## src/rtl/sync_fifo_ctrl_if.sv

```systemverilog
// Bus bundle for sync_fifo_ctrl: write/read handshake, thresholds, status and error flags.
// The master drives requests and thresholds; the slave (the FIFO) drives data and status.
interface sync_fifo_ctrl_if #(
   parameter int DWIDTH = 8,
   parameter int AWIDTH = 4
);
   logic              flush;
   logic              wren;
   logic [DWIDTH-1:0] wdata;
   logic              rden;
   logic [DWIDTH-1:0] rdata;
   logic              rvalid;
   logic              wfull;
   logic              rempty;
   logic [AWIDTH:0]   af_thresh;
   logic [AWIDTH:0]   ae_thresh;
   logic              almost_full;
   logic              almost_empty;
   logic [AWIDTH:0]   count;
   logic              overflow;
   logic              underflow;
   logic              clr_err;

   modport master (
      output flush, wren, wdata, rden, af_thresh, ae_thresh, clr_err,
      input  rdata, rvalid, wfull, rempty, almost_full, almost_empty, count, overflow, underflow
   );

   modport slave (
      input  flush, wren, wdata, rden, af_thresh, ae_thresh, clr_err,
      output rdata, rvalid, wfull, rempty, almost_full, almost_empty, count, overflow, underflow
   );
endinterface

```

## src/rtl/sync_fifo_ctrl.sv

```systemverilog
// Single-clock FIFO with occupancy count, runtime almost-full/empty thresholds, flush,
// sticky overflow/underflow flags and a standard or first-word-fall-through read port.
module sync_fifo_ctrl #(
   parameter int DWIDTH = 8,
   parameter int AWIDTH = 4,
   parameter int FWFT   = 0
) (
   input  logic                  clk,
   input  logic                  rst,
   sync_fifo_ctrl_if.slave       bus
);
   localparam int              DEPTH   = 2 ** AWIDTH;
   localparam logic [AWIDTH:0] DEPTH_C = (AWIDTH + 1)'(DEPTH);

   logic [DWIDTH-1:0] mem_q [DEPTH];
   logic [AWIDTH-1:0] wptr_q, wptr_d;
   logic [AWIDTH-1:0] rptr_q, rptr_d;
   logic [AWIDTH:0]   count_q, count_d;
   logic              overflow_q, overflow_d;
   logic              underflow_q, underflow_d;
   logic              wfull, rempty;
   logic              wacc, racc;

   assign wfull  = (count_q == DEPTH_C);
   assign rempty = (count_q == '0);

   // Flush wins over both requests, so it can never accept data nor raise an error flag.
   assign wacc = bus.wren & ~wfull  & ~bus.flush;
   assign racc = bus.rden & ~rempty & ~bus.flush;

   always_comb begin
      wptr_d      = wptr_q;
      rptr_d      = rptr_q;
      count_d     = count_q;
      overflow_d  = overflow_q;
      underflow_d = underflow_q;
      if (bus.flush) begin
         wptr_d  = '0;
         rptr_d  = '0;
         count_d = '0;
      end else begin
         wptr_d  = wptr_q + AWIDTH'(wacc);
         rptr_d  = rptr_q + AWIDTH'(racc);
         count_d = count_q + (AWIDTH + 1)'(wacc) - (AWIDTH + 1)'(racc);
      end
      if (bus.clr_err) begin
         overflow_d  = 1'b0;
         underflow_d = 1'b0;
      end
      if (bus.wren & wfull & ~bus.flush) overflow_d = 1'b1;
      if (bus.rden & rempty & ~bus.flush) underflow_d = 1'b1;
   end

   always_ff @(posedge clk) begin
      if (rst) begin
         wptr_q      <= '0;
         rptr_q      <= '0;
         count_q     <= '0;
         overflow_q  <= 1'b0;
         underflow_q <= 1'b0;
      end else begin
         wptr_q      <= wptr_d;
         rptr_q      <= rptr_d;
         count_q     <= count_d;
         overflow_q  <= overflow_d;
         underflow_q <= underflow_d;
      end
   end

   // Storage is never reset so it maps onto RAM primitives.
   always_ff @(posedge clk) begin
      if (wacc) mem_q[wptr_q] <= bus.wdata;
   end

   generate
      if (FWFT != 0) begin : g_fwft
         assign bus.rdata  = mem_q[rptr_q];
         assign bus.rvalid = ~rempty;
      end else begin : g_std
         logic [DWIDTH-1:0] rdata_q, rdata_d;
         logic              rvalid_q, rvalid_d;

         always_comb begin
            rdata_d  = rdata_q;
            rvalid_d = racc;
            if (racc) rdata_d = mem_q[rptr_q];
         end

         always_ff @(posedge clk) begin
            if (rst) begin
               rdata_q  <= '0;
               rvalid_q <= 1'b0;
            end else begin
               rdata_q  <= rdata_d;
               rvalid_q <= rvalid_d;
            end
         end

         assign bus.rdata  = rdata_q;
         assign bus.rvalid = rvalid_q;
      end
   endgenerate

   assign bus.wfull        = wfull;
   assign bus.rempty       = rempty;
   assign bus.count        = count_q;
   assign bus.overflow     = overflow_q;
   assign bus.underflow    = underflow_q;
   assign bus.almost_full  = (bus.af_thresh != '0) && (count_q >= bus.af_thresh);
   assign bus.almost_empty = (count_q <= bus.ae_thresh);
endmodule

```

## src/flat_wrapper.sv

```systemverilog
// flat-port wrapper written by rule: the top's interface ports become plain ports
module sync_fifo_ctrl_flat 
#(
   parameter int DWIDTH = 8,
   parameter int AWIDTH = 4,
   parameter int FWFT   = 0
)
  (clk, rst, bus_flush, bus_wren, bus_wdata, bus_rden, bus_af_thresh, bus_ae_thresh, bus_clr_err, bus_rdata, bus_rvalid, bus_wfull, bus_rempty, bus_almost_full, bus_almost_empty, bus_count, bus_overflow, bus_underflow);
  sync_fifo_ctrl_if #(.DWIDTH(DWIDTH), .AWIDTH(AWIDTH)) bus_i ();
  input  logic clk;
  input  logic rst;
  input wire logic [$bits(bus_i.flush)-1:0] bus_flush;
  input wire logic [$bits(bus_i.wren)-1:0] bus_wren;
  input wire logic [$bits(bus_i.wdata)-1:0] bus_wdata;
  input wire logic [$bits(bus_i.rden)-1:0] bus_rden;
  input wire logic [$bits(bus_i.af_thresh)-1:0] bus_af_thresh;
  input wire logic [$bits(bus_i.ae_thresh)-1:0] bus_ae_thresh;
  input wire logic [$bits(bus_i.clr_err)-1:0] bus_clr_err;
  output wire logic [$bits(bus_i.rdata)-1:0] bus_rdata;
  output wire logic [$bits(bus_i.rvalid)-1:0] bus_rvalid;
  output wire logic [$bits(bus_i.wfull)-1:0] bus_wfull;
  output wire logic [$bits(bus_i.rempty)-1:0] bus_rempty;
  output wire logic [$bits(bus_i.almost_full)-1:0] bus_almost_full;
  output wire logic [$bits(bus_i.almost_empty)-1:0] bus_almost_empty;
  output wire logic [$bits(bus_i.count)-1:0] bus_count;
  output wire logic [$bits(bus_i.overflow)-1:0] bus_overflow;
  output wire logic [$bits(bus_i.underflow)-1:0] bus_underflow;
  assign bus_i.flush = bus_flush;
  assign bus_i.wren = bus_wren;
  assign bus_i.wdata = bus_wdata;
  assign bus_i.rden = bus_rden;
  assign bus_i.af_thresh = bus_af_thresh;
  assign bus_i.ae_thresh = bus_ae_thresh;
  assign bus_i.clr_err = bus_clr_err;
  assign bus_rdata = bus_i.rdata;
  assign bus_rvalid = bus_i.rvalid;
  assign bus_wfull = bus_i.wfull;
  assign bus_rempty = bus_i.rempty;
  assign bus_almost_full = bus_i.almost_full;
  assign bus_almost_empty = bus_i.almost_empty;
  assign bus_count = bus_i.count;
  assign bus_overflow = bus_i.overflow;
  assign bus_underflow = bus_i.underflow;
  sync_fifo_ctrl #(.DWIDTH(DWIDTH), .AWIDTH(AWIDTH), .FWFT(FWFT)) u_core (.clk(clk), .rst(rst), .bus(bus_i));
endmodule
```

## config.mk

```make
export PLATFORM = sky130hd
export DESIGN_NAME = sync_fifo_ctrl_flat
export DESIGN_NICKNAME = d
export VERILOG_FILES = /design/src/rtl/sync_fifo_ctrl_if.sv /design/src/rtl/sync_fifo_ctrl.sv /design/src/flat_wrapper.sv
export SDC_FILE = /design/constraint.sdc
export NUM_CORES = 1
export LEC_CHECK = 0
export CORE_MARGIN = 2
export CORE_UTILIZATION = 56
export CTS_BUF_LIST = sky130_fd_sc_hd__clkbuf_4 sky130_fd_sc_hd__clkbuf_8
export CTS_CLUSTER_SIZE = 16
export DETAILED_ROUTE_END_ITERATION = 7
export PLACE_DENSITY_LB_ADDON = 0.2
export SLEW_MARGIN = 20
export SYNTH_ARGS = -nofsm -noshare
export SYNTH_HDL_FRONTEND = slang
export SYNTH_SLANG_ARGS = --single-unit
export TNS_END_PERCENT = 50
```

## constraint.sdc

```tcl
create_clock -name clk -period 5.22 [get_ports clk]
set_input_delay 1.044 -clock clk [delete_from_list [all_inputs] [get_ports clk]]
set_output_delay 1.044 -clock clk [all_outputs]
set_load 0.01 [all_outputs]
```

==> metrics.md <==
| Metric | Value |
|---|---|
| Die X | 110 microns |
| N_diodes | 0 |
| Share of post-route cells with drive strength above 1 | 18.8% |
| TritonCTS buffer count | 17 |
| Sw frac | 24.2% |
| RSZ-0062 raised after global routing | false |
| Max Buffers Root-to-Sink | 2 |
| 1st-iter DRT viols | 232 |
| Remaining antenna violation count after routing | 0 |
| Initial antenna violation count | 0 |
| Post-DP HPWL | 7320 microns |
| Metal-1 WL | 4680 microns |
| Cell area after layout | 7200 sq um |
| First-pass GRT wire length | 17,900 microns |
| DRT Wirelength | 11,600 microns |
| Relative slew slack | 33.6% |
| Worst setup EP type | output pin |
| Critical path class | in -> out |
| Syn nets | 396 |
| Crit path top cell by count | o21a_1 |
| # setup viols final | 0 |
| Status | finished clean |
| Largest net degree at the start of global routing | 35 |
| Synthesized area | 6240 sq um |
| Mapped Avg Cell Area | 17.8 sq um |
| Worst path required time | 4.18 ns |
| Worst R2R Start | u_core.bus.count[2]$_SDFF_PP0_ |
| Maximum vdd drop | 0.000231 V |
| HP Start | u_core.bus.underflow$_SDFFE_PP0P_ |
| Leading area contributor after synthesis | edfxtp_1 |
| Initial Util | 57.6% |
| DR DRC count | 0 |
| Die ar. | 12,000 sq um |
| Ranking of synthesized cells by area | edfxtp_1 (62%), mux4_2 (12%), dfxtp_1 (7.7%) |
| Worst hold slack | 0.474 ns |
| Skew-Pair Late Insertion Delay | 0.44 ns |
| CTS tree | built |
| # rows | 38 |
| Leakage power | 0.00233 uW |
| Critical path peak fanout | 2 |
| Critical-path top delay cell | clkdlybuf4s50_1 |
| Pwr/cell area | 339 nW/um^2 |
| DR vias/cell | 5.88 |
| Clock share of power | 34.5% |
| Hold Crit Class | reg -> reg |
| Max-Cap Viols | 0 |
| CTS H-tree lvls | 4 |
| Placed Cells incl. Taps | 524 |
| Mapped Cells | 351 |
| Core Area | 10,800 sq um |
| Ys Warns | 0 |
| Launch point of the critical path | bus_ae_thresh[1] |
| Max Slew Vio Count | 0 |
| Yosys cell types | 37 |
| R2r setup slk | 2.08 ns |
| Critical path cell sequence | clkdlybuf4s50_1 -> inv_1 -> ha_1 -> nor2b_1 -> o21a_1 -> o21a_1 -> o21a_1 -> o22ai_1 -> clkdlybuf4s50_1 |
| Die Ht | 110 microns |
| Remaining Overflow, GRT | 0 |
| Routability Congestion | 0.778 |
| Combinational power share | 10.1% |
| Period utilisation layout | 79.3% |
| Routed length per instance | 20.9 microns |
| Area grow syn2layout | 15.3% |
| Final nets | 448 |
| Sequential share of the synthesized area | 69.2% |
| Setup TNS | 0 ns |
| Worst-path clk slew | 0.08 ns |
| Cts-stage hold buffer count | 0 |
| Post-Route Skew | 0.00880 ns |
| Post-CTS Resized | 0 |
| DR pass1 iterations | 4 |
| Share of power burned in registers | 55.3% |
| Final min period | 4.14 ns |
| Met3 Wirelength | 805 microns |
| Sw Pwr | 591 uW |
| Via Count | 3,268 |
| Hold Violations, Final | 0 |
| Vias in the first global route | 3,354 |
| Setup Fix Bufs, Post-CTS | 0 |
| Crit path launch type | primary input |
| Num ports | 44 |
| Critical path's top delay family | buffers and inverters |
| Port buffer count | 43 |
| Internal power | 1850 uW |
| Total track usage | 21.5% |
| Arrival time worst endpoint | 3.10 ns |
| Post-Layout Cell Count | 556 |
| Num Clock Sinks | 152 |
| Post-placement cell area | 6820 sq um |
| Buffer and inverter count on the worst path | 3 |
| Slowest stage delay, CP | 0.55 ns |
| Fmax | 241 MHz |
| CTS root buf | clkbuf_8 |
| Area share of the largest cell type after synthesis | 61.6% |
| Met2 wire length | 5940 microns |
| Worst-Margin Slew | 0.992 ns |
| Synth Register Bits | 152 |
| Max Used Layer | met4 |
[placed cells by master (no fill, tap or decap), drive strengths merged, types with 2 or more instances in the layout]
master,Yosys,layout
o21ai,2,2
and2,5,5
o21a,3,3
nand3,4,4
nand2b,5,5
inv,17,22
xor2,4,4
or3b,2,2
nand2,2,2
nand3b,13,13
ha,20,20
clkinvlp,0,4
nor2b,2,2
mux2i,16,16
nor3,4,4
dfxtp,24,24
clkinv,0,5
o221ai,8,8
nor2,23,23
o22ai,2,2
mux4,32,32
edfxtp,128,128
buf,8,6
clkdlybuf4s50,0,43
xnor2,3,3
or3,2,2
a21oi,7,7
clkbuf,8,17
[power by group through the flow]
stage	sequential, uW	clock, uW	combinational, uW
floorplan	1380	0	139
global placement	1380	0	241
detailed placement	1380	0	249
CTS	1350	859	251
global route	1350	912	275
finish	1350	842	247
[flip-flops by register name, indices dropped and copies added, names as in the netlist]
register and cells:
u_core.bus.rdata 8, u_core.bus.overflow 1, u_core.bus.count 5, u_core.mem_q 128
u_core.bus.underflow 1, u_core.wptr_q 4, u_core.rptr_q 4, u_core.bus.rvalid 1
[worst reg2reg max path, stage by stage, from the launching register on]
cell and delay (ns):
dfxtp_1 0.43, inv_1 0.09, ha_1 0.22, nor4b_2 0.18, or3b_1 0.58, inv_2 0.18, ha_1 0.24, inv_1 0.06
ha_1 0.16, inv_1 0.06, fa_1 0.39, inv_1 0.07, a21oi_1 0.05, nor2_1 0.12, o21ai_0 0.11, a21oi_1 0.13
[layer usage]
| layer | GRT usage [%] | up-vias |
|---|---|---|
| li1 | - | 1482 |
| met3 | 6.16 | 20 |
| met4 | 8.86 | 0 |
| met5 | 0 | - |
| met2 | 35.5 | 113 |
| met1 | 26.7 | 1653 |
[synthesized netlist by cell type, drive strengths merged]
cell type  number
a21o            1
a21oi           7
and2            5
and4            1
buf             8
clkbuf          8
dfxtp          24
edfxtp        128
fa              1
ha             20
inv            17
mux2i          16
mux4           32
nand2           2
nand2b          5
nand3           4
nand3b         13
nor2           23
nor2b           2
nor3            4
nor3b           1
nor4b           1
o21a            3
o21ai           2
o221ai          8
o22ai           2
or2             1
or3             2
or3b            2
or4             1
xnor2           3
xor2            4
[area by class of cell]
| class | count | area, sq um |
|---|---|---|
| clock buffers | 17 | 234 |
| clock inverters | 15 | 144 |
| fillers | 724 | 3640 |
| inverters | 17 | 63.8 |
| multi-input cells | 166 | 1780 |
| flip-flops and latches | 152 | 4330 |
| well taps | 140 | 175 |
| repair buffers | 49 | 475 |
[cell families after synthesis]
family	Yosys count	synth area share, %
adder cells (fa/ha/maj)	21	4.33
flip-flops	152	69.2
AO/OA/AOI/OAI	23	2.62
AND/OR/NAND/NOR	67	6.47
multiplexers	48	14.1
XOR/XNOR	7	0.982
buffers and inverters	33	2.24
[stage by stage]
stage	total power [uW]	setup slack [ns]	utilization (%)
4_1_cts	2460	1.05	66.4
2_1_floorplan	1520	2.04	-
3_3_place_gp	1620	1.10	62.9
5_1_grt	2540	1.01	66.4
3_5_place_dp	1630	1.06	62.9
6_report	2440	1.08	66.4
[path summary, 6_finish.rpt]
kind / cells past startpoint / end
hold / removal: 2 / u_core.bus.underflow$_SDFFE_PP0P_
hold reg to reg: 2 / u_core.bus.underflow$_SDFFE_PP0P_
setup / recovery: 9 / bus_almost_empty
setup reg to reg: 15 / u_core.bus.count[4]$_SDFF_PP0_
Power figures use the tool's default switching activity.
